## src/rtl/mips_pkg.sv

```systemverilog
// Shared MIPS fetch-stage definitions: instruction size and the next-PC source encoding.
package mips_pkg;

    localparam int INSTR_BYTES = 4;

    typedef enum logic [2:0] {
        SEL_SEQ = 3'd0,
        SEL_PCW = 3'd1,
        SEL_BR  = 3'd2,
        SEL_JMP = 3'd3,
        SEL_RET = 3'd4
    } next_sel_e;

    // Word-aligned addresses have both low bits clear.
    function automatic logic word_misaligned(input logic [1:0] lsb);
        return |lsb;
    endfunction

endpackage

```

## src/rtl/pc_sequencer_if.sv

```systemverilog
// Control/status bundle between the control unit (master) and the PC sequencer (slave).
// Level-based control: every input is sampled on each rising edge; there is no valid/ready handshake.
interface pc_sequencer_if #(
    parameter int ADDR_W = 32,
    parameter int OFF_W  = 16
);
    logic              stall;
    logic              branch;
    logic [OFF_W-1:0]  branch_offset;
    logic              jump;
    logic [ADDR_W-1:0] jump_target;
    logic              call;
    logic              ret;
    logic [ADDR_W-1:0] ret_fallback;
    logic              pc_write;
    logic [ADDR_W-1:0] pc_write_value;

    logic [ADDR_W-1:0] pc;
    logic [ADDR_W-1:0] pc_plus4;
    logic              ras_empty;
    logic              ras_full;
    logic              ras_overflow;
    logic              ras_underflow;
    logic              misaligned;

    modport master (
        output stall, branch, branch_offset, jump, jump_target, call, ret,
               ret_fallback, pc_write, pc_write_value,
        input  pc, pc_plus4, ras_empty, ras_full, ras_overflow, ras_underflow, misaligned
    );

    modport slave (
        input  stall, branch, branch_offset, jump, jump_target, call, ret,
               ret_fallback, pc_write, pc_write_value,
        output pc, pc_plus4, ras_empty, ras_full, ras_overflow, ras_underflow, misaligned
    );
endinterface

```

## src/rtl/pc_sequencer_ras.sv

```systemverilog
// Circular return-address stack: a push when full overwrites the oldest entry and sets a sticky overflow.
module ras_stack #(
    parameter int DEPTH = 4,
    parameter int W     = 32
) (
    input  logic         clk,
    input  logic         rst,
    input  logic         push,
    input  logic         pop,
    input  logic [W-1:0] data_in,
    output logic [W-1:0] top,
    output logic         empty,
    output logic         full,
    output logic         overflow
);
    localparam int PTR_W = $clog2(DEPTH);
    localparam int CNT_W = PTR_W + 1;
    localparam logic [PTR_W-1:0] PTR_ONE = PTR_W'(1);
    localparam logic [CNT_W-1:0] CNT_ONE = CNT_W'(1);

    logic [W-1:0]     mem [DEPTH];
    logic [PTR_W-1:0] top_ptr;
    logic [CNT_W-1:0] count;
    logic [PTR_W-1:0] push_slot;

    assign push_slot = top_ptr + PTR_ONE;
    assign top       = mem[top_ptr];
    assign empty     = (count == '0);
    assign full      = (count == CNT_W'(DEPTH));

    always_ff @(posedge clk) begin
        if (rst) begin
            top_ptr  <= '0;
            count    <= '0;
            overflow <= 1'b0;
        end else if (push) begin
            top_ptr <= push_slot;
            if (full) overflow <= 1'b1;
            else      count    <= count + CNT_ONE;
        end else if (pop && !empty) begin
            top_ptr <= top_ptr - PTR_ONE;
            count   <= count - CNT_ONE;
        end
    end

    // Storage needs no reset: count alone decides which slots are live.
    always_ff @(posedge clk) begin
        if (!rst && push) mem[push_slot] <= data_in;
    end

endmodule

```

## src/rtl/pc_sequencer.sv

```systemverilog
// Fetch-stage program counter: priority next-PC select (ret > jump > branch > pc_write > pc+4),
// return-address stack for call/ret, and word alignment of every selected target.
module pc_sequencer
    import mips_pkg::*;
#(
    parameter int                ADDR_W       = 32,
    parameter int                OFF_W        = 16,
    parameter logic [ADDR_W-1:0] RESET_VECTOR = '0,
    parameter int                RAS_DEPTH    = 4
) (
    input logic            clk,
    input logic            rst,
    pc_sequencer_if.slave  bus
);
    next_sel_e         sel;
    logic [ADDR_W-1:0] pc_q;
    logic [ADDR_W-1:0] pc_plus4;
    logic [ADDR_W-1:0] branch_target;
    logic [ADDR_W-1:0] target;
    logic [ADDR_W-1:0] ras_top;
    logic              ras_empty;
    logic              ras_full;
    logic              ras_overflow;
    logic              push;
    logic              pop;
    logic              misaligned_q;
    logic              underflow_q;

    assign pc_plus4      = pc_q + ADDR_W'(INSTR_BYTES);
    assign branch_target = pc_plus4 +
        ({{(ADDR_W-OFF_W){bus.branch_offset[OFF_W-1]}}, bus.branch_offset} << 2);

    always_comb begin
        sel = SEL_SEQ;
        if      (bus.ret)      sel = SEL_RET;
        else if (bus.jump)     sel = SEL_JMP;
        else if (bus.branch)   sel = SEL_BR;
        else if (bus.pc_write) sel = SEL_PCW;
    end

    always_comb begin
        target = pc_plus4;
        case (sel)
            SEL_RET: target = ras_empty ? bus.ret_fallback : ras_top;
            SEL_JMP: target = bus.jump_target;
            SEL_BR:  target = branch_target;
            SEL_PCW: target = bus.pc_write_value;
            default: target = pc_plus4;
        endcase
    end

    // The return address pushed on a call is the pc+4 of the calling instruction.
    assign push = !stall_or_rst() && (sel == SEL_JMP) && bus.call;
    assign pop  = !stall_or_rst() && (sel == SEL_RET) && !ras_empty;

    function automatic logic stall_or_rst();
        return bus.stall || rst;
    endfunction

    ras_stack #(
        .DEPTH (RAS_DEPTH),
        .W     (ADDR_W)
    ) u_ras (
        .clk      (clk),
        .rst      (rst),
        .push     (push),
        .pop      (pop),
        .data_in  (pc_plus4),
        .top      (ras_top),
        .empty    (ras_empty),
        .full     (ras_full),
        .overflow (ras_overflow)
    );

    always_ff @(posedge clk) begin
        if (rst) begin
            pc_q         <= RESET_VECTOR;
            misaligned_q <= 1'b0;
            underflow_q  <= 1'b0;
        end else if (bus.stall) begin
            misaligned_q <= 1'b0;
            underflow_q  <= 1'b0;
        end else begin
            pc_q         <= {target[ADDR_W-1:2], 2'b00};
            misaligned_q <= word_misaligned(target[1:0]);
            underflow_q  <= (sel == SEL_RET) && ras_empty;
        end
    end

    assign bus.pc            = pc_q;
    assign bus.pc_plus4      = pc_plus4;
    assign bus.ras_empty     = ras_empty;
    assign bus.ras_full      = ras_full;
    assign bus.ras_overflow  = ras_overflow;
    assign bus.ras_underflow = underflow_q;
    assign bus.misaligned    = misaligned_q;

endmodule

```

## src/flat_wrapper.sv

```systemverilog
// flat-port wrapper written by rule: the top's interface ports become plain ports
module pc_sequencer_flat import mips_pkg::*;
#(
    parameter int                ADDR_W       = 32,
    parameter int                OFF_W        = 16,
    parameter logic [ADDR_W-1:0] RESET_VECTOR = '0,
    parameter int                RAS_DEPTH    = 4
)
  (clk, rst, bus_stall, bus_branch, bus_branch_offset, bus_jump, bus_jump_target, bus_call, bus_ret, bus_ret_fallback, bus_pc_write, bus_pc_write_value, bus_pc, bus_pc_plus4, bus_ras_empty, bus_ras_full, bus_ras_overflow, bus_ras_underflow, bus_misaligned);
  pc_sequencer_if #(.ADDR_W(ADDR_W), .OFF_W(OFF_W)) bus_i ();
  input logic clk;
  input logic rst;
  input wire logic [$bits(bus_i.stall)-1:0] bus_stall;
  input wire logic [$bits(bus_i.branch)-1:0] bus_branch;
  input wire logic [$bits(bus_i.branch_offset)-1:0] bus_branch_offset;
  input wire logic [$bits(bus_i.jump)-1:0] bus_jump;
  input wire logic [$bits(bus_i.jump_target)-1:0] bus_jump_target;
  input wire logic [$bits(bus_i.call)-1:0] bus_call;
  input wire logic [$bits(bus_i.ret)-1:0] bus_ret;
  input wire logic [$bits(bus_i.ret_fallback)-1:0] bus_ret_fallback;
  input wire logic [$bits(bus_i.pc_write)-1:0] bus_pc_write;
  input wire logic [$bits(bus_i.pc_write_value)-1:0] bus_pc_write_value;
  output wire logic [$bits(bus_i.pc)-1:0] bus_pc;
  output wire logic [$bits(bus_i.pc_plus4)-1:0] bus_pc_plus4;
  output wire logic [$bits(bus_i.ras_empty)-1:0] bus_ras_empty;
  output wire logic [$bits(bus_i.ras_full)-1:0] bus_ras_full;
  output wire logic [$bits(bus_i.ras_overflow)-1:0] bus_ras_overflow;
  output wire logic [$bits(bus_i.ras_underflow)-1:0] bus_ras_underflow;
  output wire logic [$bits(bus_i.misaligned)-1:0] bus_misaligned;
  assign bus_i.stall = bus_stall;
  assign bus_i.branch = bus_branch;
  assign bus_i.branch_offset = bus_branch_offset;
  assign bus_i.jump = bus_jump;
  assign bus_i.jump_target = bus_jump_target;
  assign bus_i.call = bus_call;
  assign bus_i.ret = bus_ret;
  assign bus_i.ret_fallback = bus_ret_fallback;
  assign bus_i.pc_write = bus_pc_write;
  assign bus_i.pc_write_value = bus_pc_write_value;
  assign bus_pc = bus_i.pc;
  assign bus_pc_plus4 = bus_i.pc_plus4;
  assign bus_ras_empty = bus_i.ras_empty;
  assign bus_ras_full = bus_i.ras_full;
  assign bus_ras_overflow = bus_i.ras_overflow;
  assign bus_ras_underflow = bus_i.ras_underflow;
  assign bus_misaligned = bus_i.misaligned;
  pc_sequencer #(.ADDR_W(ADDR_W), .OFF_W(OFF_W), .RESET_VECTOR(RESET_VECTOR), .RAS_DEPTH(RAS_DEPTH)) u_core (.clk(clk), .rst(rst), .bus(bus_i));
endmodule
```

## config.mk

```make
export PLATFORM = sky130hd
export DESIGN_NAME = pc_sequencer_flat
export DESIGN_NICKNAME = d
export VERILOG_FILES = /design/src/rtl/mips_pkg.sv /design/src/rtl/pc_sequencer_if.sv /design/src/rtl/pc_sequencer_ras.sv /design/src/rtl/pc_sequencer.sv /design/src/flat_wrapper.sv
export SDC_FILE = /design/constraint.sdc
export NUM_CORES = 1
export LEC_CHECK = 0
export BUFFER_PORTS_ARGS = -buffer_cell sky130_fd_sc_hd__clkbuf_2
export CORE_MARGIN = 4
export CORE_UTILIZATION = 50
export DETAILED_ROUTE_END_ITERATION = 8
export PLACE_DENSITY = 0.78
export SYNTH_ARGS = -nofsm -noshare
export SYNTH_HDL_FRONTEND = slang
export SYNTH_SLANG_ARGS = --single-unit
```

## constraint.sdc

```tcl
create_clock -name clk -period 3.7 [get_ports clk]
set_input_delay 0.74 -clock clk [delete_from_list [all_inputs] [get_ports clk]]
set_output_delay 0.74 -clock clk [all_outputs]
set_load 0.05 [all_outputs]
```

* Word-level counts from Yosys, hierarchy flattened *
Memory sizes are Yosys's and may differ from the RTL's. A register that Yosys moved wholly into a read port is not among the register bits.
Index checks and enable logic that the tools add are counted.

storage, ports and cells
  bits in registers = 38
  memories = 1
  output and inout bits = 69
  RAM bits = 128

cells by class
  muxes and demuxes = 15
  eq/ne operators = 6
  reductions and logical operators = 17
  add/sub/neg operators = 6

memory list
  name              words  bits a word  rd ports  clocked after Yosys merged registers in  write ports  line                    text
  u_core.u_ras.mem  4      32           1         1                                        1            pc_sequencer_ras.sv:21  logic [W-1:0] mem [DEPTH];

operator list
  cell                                                                 number
  32-bit one-hot mux with 4 select lines                               1
  32-bit by 3-bit adder with 32-bit output (second input constant)     1
  32-bit adder                                                         1
  32-bit two-way mux                                                   1
  3-bit two-way mux                                                    6
  2-bit two-way mux                                                    4
  1-bit logical AND                                                    7
  3-bit by 2-bit == test with 1-bit output (second input constant)     2
  3-bit == test (second input constant)                                2
  2-bit AND reduction                                                  2
  2-bit OR reduction                                                   2
  3-bit by 1-bit adder with 3-bit output (second input constant)       1
  3-bit by 1-bit == test with 1-bit output (second input constant)     1
  1-bit logical NOT                                                    3
  3-bit logical NOT                                                    1
  1-bit two-way mux                                                    3
  3-bit by 1-bit subtractor with 3-bit output (second input constant)  1
  2-bit by 1-bit adder with 2-bit output (second input constant)       1
  2-bit inequality test (second input constant)                        1
  2-bit nonzero test                                                   1
  2-bit by 1-bit subtractor with 2-bit output (second input constant)  1
  1-bit logical OR                                                     1

* Logic depth before layout (Yosys ltp) *
Gate-level depths: netlist of run 1.

  depth in word-level cells = 12
  depth in mapped cells = 17

* Hierarchy *
Synthesis of run 1 repeated with hierarchy kept, for this count alone.

unflattened totals
  cell total of the unflattened synthesis = 858
  area total of the unflattened synthesis = 9661.8 um2

by module, submodules not included
  module        instances  area an instance (um2)  cells an instance
  ras_stack     1          5104.9                  223
  pc_sequencer  1          4556.9                  635

* Least setup slack after synthesis of run 1 *
No wires, ideal clock.

  path kind = flip-flop to flip-flop
  start point = register u_core.pc_q[4], in the netlist u_core.bus.pc[4]
  end point = register u_core.pc_q[29], in the netlist u_core.bus.pc[29]
  path slack = -1.329 ns
  period minus slack after synthesis = 5.029 ns
  buffers on the path = 1
  data arrival time = 4.967 ns
  setup time = 0.062 ns
  stages on the path, launching flop included = 17
  data required time = 3.638 ns
  path through = dfxtp_1 and4_1 buf_2 nand3_1 or3_1 xnor2_1 ha_1 a21o_1 nand3_1 a21oi_1 a211oi_1 o31ai_2 a221oi_4 o21ai_2 a221o_1 or4_1 nand3_1

on the way
  word-level cells in the longest chain between the ends = 3

RTL lines
  element                                   line                text
  from (decl)                               pc_sequencer.sv:16  logic [ADDR_W-1:0] pc_q;
  from (signal assigned)                    pc_sequencer.sv:84  pc_q <= {target[ADDR_W-1:2], 2'b00};
  32-bit by 3-bit adder with 32-bit output  pc_sequencer.sv:29  assign pc_plus4 = pc_q + ADDR_W'(INSTR_BYTES);
  net bus_pc_plus4[12]                      flat_wrapper.sv:24  output wire logic [$bits(bus_i.pc_plus4)-1:0] bus_pc_plus4;
  32-bit adder                              pc_sequencer.sv:30  assign branch_target = pc_plus4 +
  32-bit one-hot mux with 4 select lines    pc_sequencer.sv:43  case (sel)

The timed path passes the listed nets, and every way through them passes these cells.
A chain may end at the register's enable or synchronous reset.

* Worst setup path after layout of run 1 *
  start point = register u_core.pc_q[11], in the netlist u_core.bus.pc[11]
  end point = output bus_pc_plus4[28]

on the way
  word-level cells in the longest chain between the ends = 1

RTL lines
  element                                   line
  32-bit by 3-bit adder with 32-bit output  pc_sequencer.sv:29
  to (decl)                                 flat_wrapper.sv:24

Every way passes these cells.

==> results.txt, run 1 <==
Of the post-synthesis cell area, the part taken by muxes is 0.07694. Clock skew on the completed layout was measured at 0.009287 ns. The synthesized netlist cell count is 893. The final-report hold violation count was 0. The share of the synthesized area in compound gates (AO/OA/AOI/OAI) came out at 0.1560. After synthesis, the largest family of logic cells by area is compound AO/OA/AOI/OAI gates.

For the pin with the worst max-slew slack, the measured transition is 0.8100 ns. For this run, the leading register cell type out of synthesis is sky130_fd_sc_hd__edfxtp_1. The number of rows created at floorplan came out at 49.

The design internal power came out at 3451 uW. The final weighted congestion of routability-driven global placement came out at 0.9728. The number of global-route vias before repair came to 8077. The width of the die came out at 144.4 um. Leaving out fill and tap cells, the most frequent cells in the layout are sky130_fd_sc_hd__clkbuf_2 (181), sky130_fd_sc_hd__nand2_1 (143), sky130_fd_sc_hd__edfxtp_1 (120). Yosys mapped a number of flops with a built-in enable equal to 120.

The max-slew violation total from the final report is 0. The per-cell via count in the routed design came out at 6.087. In this run the clock root is driven by a sky130_fd_sc_hd__clkbuf_16. The register bit count reported by yosys came out at 160.

Counting cells, the worst reg-to-reg path comes to 15. The wire length per cell after detailed routing came out at 22.64 um. Dividing total power by cell area gives a power density of 421.1 nW/um2. The area of the placeable core came out at 18150 um2. The portion of the clock cycle consumed by the worst path in the final layout came out at 0.9616.

The max-capacitance violation count is 0. The timing-limited maximum frequency came out at 281.1 MHz. The accumulated negative setup slack is 0 ns. Entering global routing, the biggest net connects 40 pins. In this design, the critical path's most frequently occurring cell is sky130_fd_sc_hd__buf_4. STA puts the critical path data required time at 2.96 ns. The adder-cell area share of the yosys netlist is 0.05542.

The nature of the critical path endpoint is an output pin. The portion of the post-synthesis area used by sequential elements came out at 0.4735. Of the total synthesized cell area, the portion taken by XOR and XNOR cells is 0.04977. The insertion delay of the later-clocked pin in the worst-skew pair came out at 0.43 ns. The register area is 4447 um2. The sum of net half-perimeters after detailed placement is 23020 um. After synthesis, the cell types taking the most area are sky130_fd_sc_hd__edfxtp_1 (39%), sky130_fd_sc_hd__dfxtp_1 (8.6%), sky130_fd_sc_hd__mux4_2 (7.3%). The critical path crosses 9 cells after its start point.

The first-pass GRT wire length came out at 46900 um. The number of levels the H-tree was split into is 4. The number of cells traversed by the worst hold path came out at 2. The clock-pin slew on the worst setup and hold paths came out at 0.07 ns.

The tightest min-delay check is of the register to register type. Yosys printed 0 warnings. The clock period minus worst slack came out at 3.558 ns. TritonCTS built the clock tree. The overall routing resource usage is 0.3008. Summed over all instances, the cell type with the most area after synthesis is sky130_fd_sc_hd__edfxtp_1.

The routed wire length came out at 31130 um. The netlist uses 70 different library cells. The total number of nets in the final design is 1293.

The number of standard cells in the layout, taps in and fillers out came out at 1375. Traced cell by cell, the critical path runs through and4_2, nand4_1, buf_4, buf_4, nor2_2, buf_4, and3_1, xor2_2, clkbuf_2. The via total after detailed routing is 8370. CTS saw 160 sinks. The analysis attributes to net switching a power of 1617 uW. The synthesized area divided by synthesized cell count is 10.42 um2. The number of antenna violations at the first check in global routing came to 0.

The post-synthesis simple-gate area fraction is 0.1543. The fraction of final layout cells sized beyond drive strength 1 came out at 0.3613. The synthesis-to-finish area growth is 29.38%. Of the total power, the clock network draws 0.352. Pin placement for this block handled 189 I/O pins. The post-place instance area came out at 11310 um2. The proportion of register bits with asynchronous set or reset after synthesis is 0. The fraction of power consumed by sequential logic came out at 0.403.

The slowest stage of the critical path is the sky130_fd_sc_hd__dfxtp_4 cell. The flow ran to the end, and the final reports show no timing, DRC or antenna violations. The startpoint type of the worst setup path is a register. Buffers placed on the I/O ports in this run total 184.

The post-detailed-route count of antenna-violating nets is 0. The switching part of the total came out at 0.3191. In the routed design, unresolved DRC markers number 0. Of the post-synthesis cell area, the dominant cell type holds 0.3874. STA puts the critical path data arrival time at 2.82 ns. After global routing the overflow that remains totals 0.

The type of the setup path with the least slack is register to output pin. The count of final setup violators came out at 0. Of all nets on the critical path, the largest fanout is 6. In this run the vertical extent of the chip is 144.4 um.

The buffer and inverter count on the worst path came out at 4. For this configuration, the core starts out at a cell density of 0.5125. The relative contribution of combinational cells to total power is 0.245. The peak supply drop came out at 0.3445 mV. The count of routing violations after the opening detailed-route iteration is 941. The number of buffers added by the clock tree synthesis step is 17. The die covers 20850 um2. The leakage power came out at 0.005029 uW. The area occupied by multi-input gates is 5020 um2.

Broken down by cell family, the worst path's largest delay share belongs to buffers and inverters. The total of fill cells in the finished design is 1419. For this run, the slowest stage of the critical path takes 0.36 ns. The cell area after synthesis is 9301 um2.

The number of inserted diodes came out at 0. The library cell used most frequently in the layout, excluding fill and tap cells, is sky130_fd_sc_hd__clkbuf_2. The first-pass detailed-route iteration total came out at 5.

No sink is reached through more buffers than the 2 on the longest clock path. The instance count after placement with tap cells included came out at 1339. Setup repair after global routing left no endpoint under its margin. The worst pin sits at a relative slew slack of 0.4594.

After routing the design area is 12030 um2.
cell families after synthesis:
group,Yosys count
AOI/OAI and AO/OA,218
and+or+nand+nor,310
xor gates and xnor gates,52
other,1
buffers and inverters,78
DFF,160
muxes,34
adders and majority gates,40
state kept, by name (all words and copies together) (netlist names), named ones only:
signal and flops:
u_core.u_ras.count 3, u_core.u_ras.overflow 1, u_core.bus.ras_underflow 1, u_core.bus.misaligned 1, u_core.u_ras.top_ptr 2, u_core.u_ras.mem 120
u_core.bus.pc 30
path summary, 6_finish.rpt:
check	start	endpoint	slack, ns
hold reg to reg	u_core.u_ras.overflow	u_core.u_ras.overflow	0.48
setup / recovery	u_core.bus.pc[11]	bus_pc_plus4[28]	0.14
hold / removal	u_core.u_ras.overflow	u_core.u_ras.overflow	0.48
setup reg to reg	u_core.bus.pc[7]	u_core.bus.pc[29]	0.14
synthesized netlist by cell type, drive strengths merged, types with 4 or more instances:
master,count
nand2,145
edfxtp,120
nor2,64
o21ai,57
a21oi,45
clkbuf,40
dfxtp,40
ha,38
xnor2,32
mux4,30
inv,24
nand3,21
a211oi,20
xor2,20
a21o,17
nor3,17
a31oi,15
buf,14
and3,12
nand2b,12
nand4,12
o22ai,9
o211ai,8
o2111ai,7
or3,6
a222oi,5
and2,4
mux2i,4
nor3b,4
o31ai,4
worst register-to-register path, delay by kind of cell (launching register included):
family | cells | cell delay [ns]
AOI/OAI and AO/OA | 7 | 1.34
xor gates and xnor gates | 1 | 0.22
DFF | 1 | 0.37
and+or+nand+nor | 6 | 1.33
adders and majority gates | 1 | 0.25
area by class of cell:
| class | instances | area share |
|---|---|---|
| inverters | 24 | 0.007486 |
| flip-flops and latches | 160 | 0.3695 |
| repair buffers | 272 | 0.1327 |
| well taps | 229 | 0.02381 |
| clock buffers | 19 | 0.03681 |
| clock inverters | 13 | 0.01258 |
| multi-input cells | 658 | 0.4171 |
per-layer routing:
| metal | up-vias | part of all wire | GRT usage | wire length [um] |
|---|---|---|---|---|
| li1 | 3818 | - | - | - |
| met4 | 0 | 0.028 | 0.08738 | 875 |
| met5 | - | 0 | 0 | 0 |
| met3 | 71 | 0.098 | 0.06316 | 3047 |
| met1 | 3997 | 0.40 | 0.4185 | 12570 |
| met2 | 484 | 0.47 | 0.4801 | 14640 |
power by group through the flow:
stage	Sequential, uW	Clock, uW	Combinational [uW]
3_3_place_gp	2070	0	1200
6_report	2040	1790	1240
3_5_place_dp	2080	0	1200
5_1_grt	2040	1890	1330
2_1_floorplan	2180	0	690
4_1_cts	2040	1800	1220
metrics by stage:
stage                     setup WS [ns]    util  hold slack, ns  total power [uW]
after floorplan                 -0.2573       -          0.4619              2869
after global placement           0.1212  0.6232          0.4451              3269
after detailed placement        0.06499  0.6232          0.4591              3280
after CTS                       0.02881  0.6569          0.4770              5050
after global routing           0.009373  0.6631          0.5278              5262
final                            0.1419  0.6631          0.4771              5068
what timing repair did:
item / 4_1_cts / 5_1_grt
resized for setup: 2 / 24
hold buffers: 0 / 0
hold endpoints to repair: 0 / 0
setup buffers: 1 / 3
pin swaps: 0 / 4
setup endpoints to repair: 2 / 13
Note: power is estimated with default switching activity, not from simulation.
==> run 2: changes to the inputs <==
--- a/config.mk
+++ b/config.mk
@@ -10,6 +10,7 @@
 export CORE_UTILIZATION = 50
 export DETAILED_ROUTE_END_ITERATION = 8
 export PLACE_DENSITY = 0.78
+export SETUP_SLACK_MARGIN = 0.4
 export SYNTH_ARGS = -nofsm -noshare
 export SYNTH_HDL_FRONTEND = slang
 export SYNTH_SLANG_ARGS = --single-unit
==> run 2 against run 1 <==
Clock power up 5%. Register-to-register slack worse by 0.04 ns. Global-route usage increased by 1.6 points. Combinational power is 12% higher. Die area stayed put. Largest power group unchanged. Highest routed layer is now met5.
==> results.txt, run 2 (synthesis results as in run 1) <==
The detailed router used layers up to and including met5. The clock period minus worst slack came out at 3.600 ns. The design internal power came out at 3611 uW. The overall die area is 20850 um2. TritonCTS built the clock tree. Setup repair after global routing could not meet its margin everywhere. The type of the setup path with the least slack is register to register. The number of buffers added by the clock tree synthesis step is 17. In the layout the commonest cells are sky130_fd_sc_hd__clkbuf_2 (173), sky130_fd_sc_hd__nand2_1 (142), sky130_fd_sc_hd__edfxtp_1 (120). The count of routing violations after the opening detailed-route iteration is 1181. The total power per unit cell area came out at 419.0 nW/um2. The max-slew violation total from the final report was 0. The initial core utilization came out at 0.5125. The total number of nets in the final design came out at 1316. The timing-limited maximum frequency is 277.8 MHz. The switching part of the total is 0.3213. The insertion delay of the later-clocked pin in the worst-skew pair is 0.44 ns. Tracing the worst setup path back leads to its startpoint at u_core.bus.pc[7]. The clock tree skew after final layout came out at 0.007238 ns. The tree is rooted in a sky130_fd_sc_hd__clkbuf_16. For this design, the slowest cell found on the critical path is sky130_fd_sc_hd__or4_1. The final core utilization is 0.6997.

The type of the most critical hold path is register to register. The total of fill cells in the finished design is 1256. The wire length per cell after detailed routing came out at 24.43 um. The clock power share came out at 0.353. The pre-antenna-repair detailed-routing pass consisted of 6 iterations. The worst slew margin relative to its limit came out at 0.3885. The met3 routed wirelength is 4273 um. The pin count of the biggest net entering global routing is 32.

For the pin with the worst max-slew slack, the measured transition is 0.9160 ns. The number of rows created at floorplan came out at 49. Summed over all layers, the routed wires come to 34150 um.

The final-report hold violation count is 0. The worst setup slack after placement came out at 0.07932 ns. The family with the most delay on the worst path is simple AND/OR/NAND/NOR gates. In the detailed route, the total length drawn on met2 is 15760 um.

The clock-pin slew on the worst setup and hold paths came out at 0.07 ns. The register with the most flip-flops in the layout has 120 of them. The delay of the slowest cell on the worst path is 0.40 ns. In the finished design, the share of the clock period the worst path needs comes to 0.9729.

The relative contribution of combinational cells to total power is 0.262. The fraction of power consumed by sequential logic came out at 0.385. Setup violations remaining at the end of the flow were counted as 0.

The peak supply drop is 0.3815 mV. The number of inserted diodes is 0. The number of sinks on the clock net came out at 160.

The number of levels the H-tree was split into came out at 4. The per-cell via count in the routed design is 6.361. The number of primary I/O pins came out at 189.

Summed over all nets, the switching power comes to 1710 uW. The vertical extent of the die came out at 144.4 um. The required time at the worst-slack endpoint is 4.08 ns. The number of global-route vias before repair came out at 8424. The setup slack of the critical path after layout came out at 0.1004 ns. The met1 wire length came out at 12630 um. The number of antenna violations at the first check in global routing came to 1. The worst register-to-register path ends at u_core.bus.pc[29]. Walking the worst path, the cells encountered are and4_1, buf_6, nand3_1, or2_4, nor2_4, xnor2_4, ha_1, a21o_1, a21o_1, a221oi_4, o21ai_2, a221o_1, or4_1, nand3_1.

The setup slack on the worst flop-to-flop path is 0.10 ns. The startpoint type of the worst setup path is a register. The overall routing resource usage came out at 0.3164. The post-detailed-route count of antenna-violating nets came out at 0. The end of the critical path is u_core.bus.pc[29].

The leakage power came out at 0.005258 uW. The buffer and inverter count on the worst path came out at 1. The arrival time at the worst endpoint is 3.98 ns. The leading cell type in the layout, fill and taps excluded is sky130_fd_sc_hd__clkbuf_2. The width of the die is 144.4 um. The largest register by flop count is u_core.u_ras.mem. The worst register-to-register path begins at u_core.bus.pc[7]. The synthesis-to-finish area growth came out at 36.52%.

The depth of the worst register-to-register path came out at 14. The first-pass GRT wire length came out at 48670 um. The total overflow left after global routing is 0. The sum of net half-perimeters after detailed placement is 23700 um. The maximum buffer depth of the clock tree is 2. In the routed design, unresolved DRC markers number 0. The number of input and output port buffers inserted came out at 184. Routability-driven placement finished with a final weighted congestion of 0.9840. The max-capacitance violation count came out at 0.

The via total after detailed routing came out at 8893. The flow ran to the end, and the final reports show no timing, DRC or antenna violations. The maximum fanout count along the critical path came out at 7.

The total area inside the core boundary comes to 18150 um2. The path length in cells of the critical path came out at 14. The worst setup path is captured at a register. The fraction of final layout cells sized beyond drive strength 1 came out at 0.4098. The power consumption is 5321 uW.
run 2: area by class of cell:
class                           instances  area (um2)  area share
Multi-Input combinational cell        658        5353      0.4215
Clock inverter                         13       173.9     0.01370
Inverter                               24       90.09    0.007094
Timing Repair Buffer                  295        1886      0.1485
Clock buffer                           19       452.9     0.03567
Sequential cell                       160        4457      0.3510
Tap cell                              229       286.5     0.02256
run 2: metal layers:
layer / track usage / vias to the layer above
met4: 0.1173 / 2
met2: 0.4894 / 672
met1: 0.4196 / 4218
met5: 0 / -
met3: 0.1022 / 137
li1: - / 3864
run 2: how the worst min path moves through the flow:
stage | depth (start not counted) | slack, ns | endpoint | start
after floorplan | 2 | 0.46 | u_core.u_ras.count[2] | u_core.u_ras.count[2]
after global placement | 2 | 0.45 | u_core.u_ras.overflow | u_core.u_ras.overflow
final | 2 | 0.48 | u_core.u_ras.overflow | u_core.u_ras.overflow
after CTS | 2 | 0.48 | u_core.u_ras.overflow | u_core.u_ras.overflow
after detailed placement | 2 | 0.46 | u_core.u_ras.overflow | u_core.u_ras.overflow
after global routing | 2 | 0.52 | u_core.u_ras.count[2] | u_core.u_ras.count[2]
run 2: per-stage QoR:
step                cell area, um2  instances  hold WS (ns)  setup TNS (ns)
floorplan                     9701        896        0.4619         -0.6049
global placement             11330       1340        0.4538               0
detailed placement           11330       1340        0.4649               0
CTS                          12300       1385        0.4829               0
global route                 12700       1398        0.5167        -0.07570
finish                       12700       1398        0.4827               0
run 2: worst register-to-register path, stage by stage (launching register included):
cell                       delay, ns
sky130_fd_sc_hd__dfxtp_4        0.35
sky130_fd_sc_hd__and4_1         0.24
sky130_fd_sc_hd__buf_6          0.14
sky130_fd_sc_hd__nand3_1        0.18
sky130_fd_sc_hd__or2_4          0.35
sky130_fd_sc_hd__nor2_4         0.15
sky130_fd_sc_hd__xnor2_4        0.18
sky130_fd_sc_hd__ha_1           0.31
sky130_fd_sc_hd__a21o_1         0.21
sky130_fd_sc_hd__a21o_1         0.22
sky130_fd_sc_hd__a221oi_4       0.31
sky130_fd_sc_hd__o21ai_2        0.10
sky130_fd_sc_hd__a221o_1        0.31
sky130_fd_sc_hd__or4_1          0.40
sky130_fd_sc_hd__nand3_1        0.09
run 2: power groups by stage:
| stage | registers, uW | clock network (uW) | logic (uW) |
|---|---|---|---|
| 2_1_floorplan | 2180 | 0 | 691 |
| 3_3_place_gp | 2080 | 0 | 1190 |
| 3_5_place_dp | 2080 | 0 | 1210 |
| 4_1_cts | 2040 | 1880 | 1280 |
| 5_1_grt | 2050 | 1960 | 1470 |
| 6_report | 2050 | 1880 | 1390 |
run 2: what timing repair did:
item,in CTS,in global routing
endpoints found under the setup margin,27,28
hold buffers,0,0
gates resized for setup,54,72
hold endpoints to repair,0,0
pin swaps,17,23
setup buffers,13,13
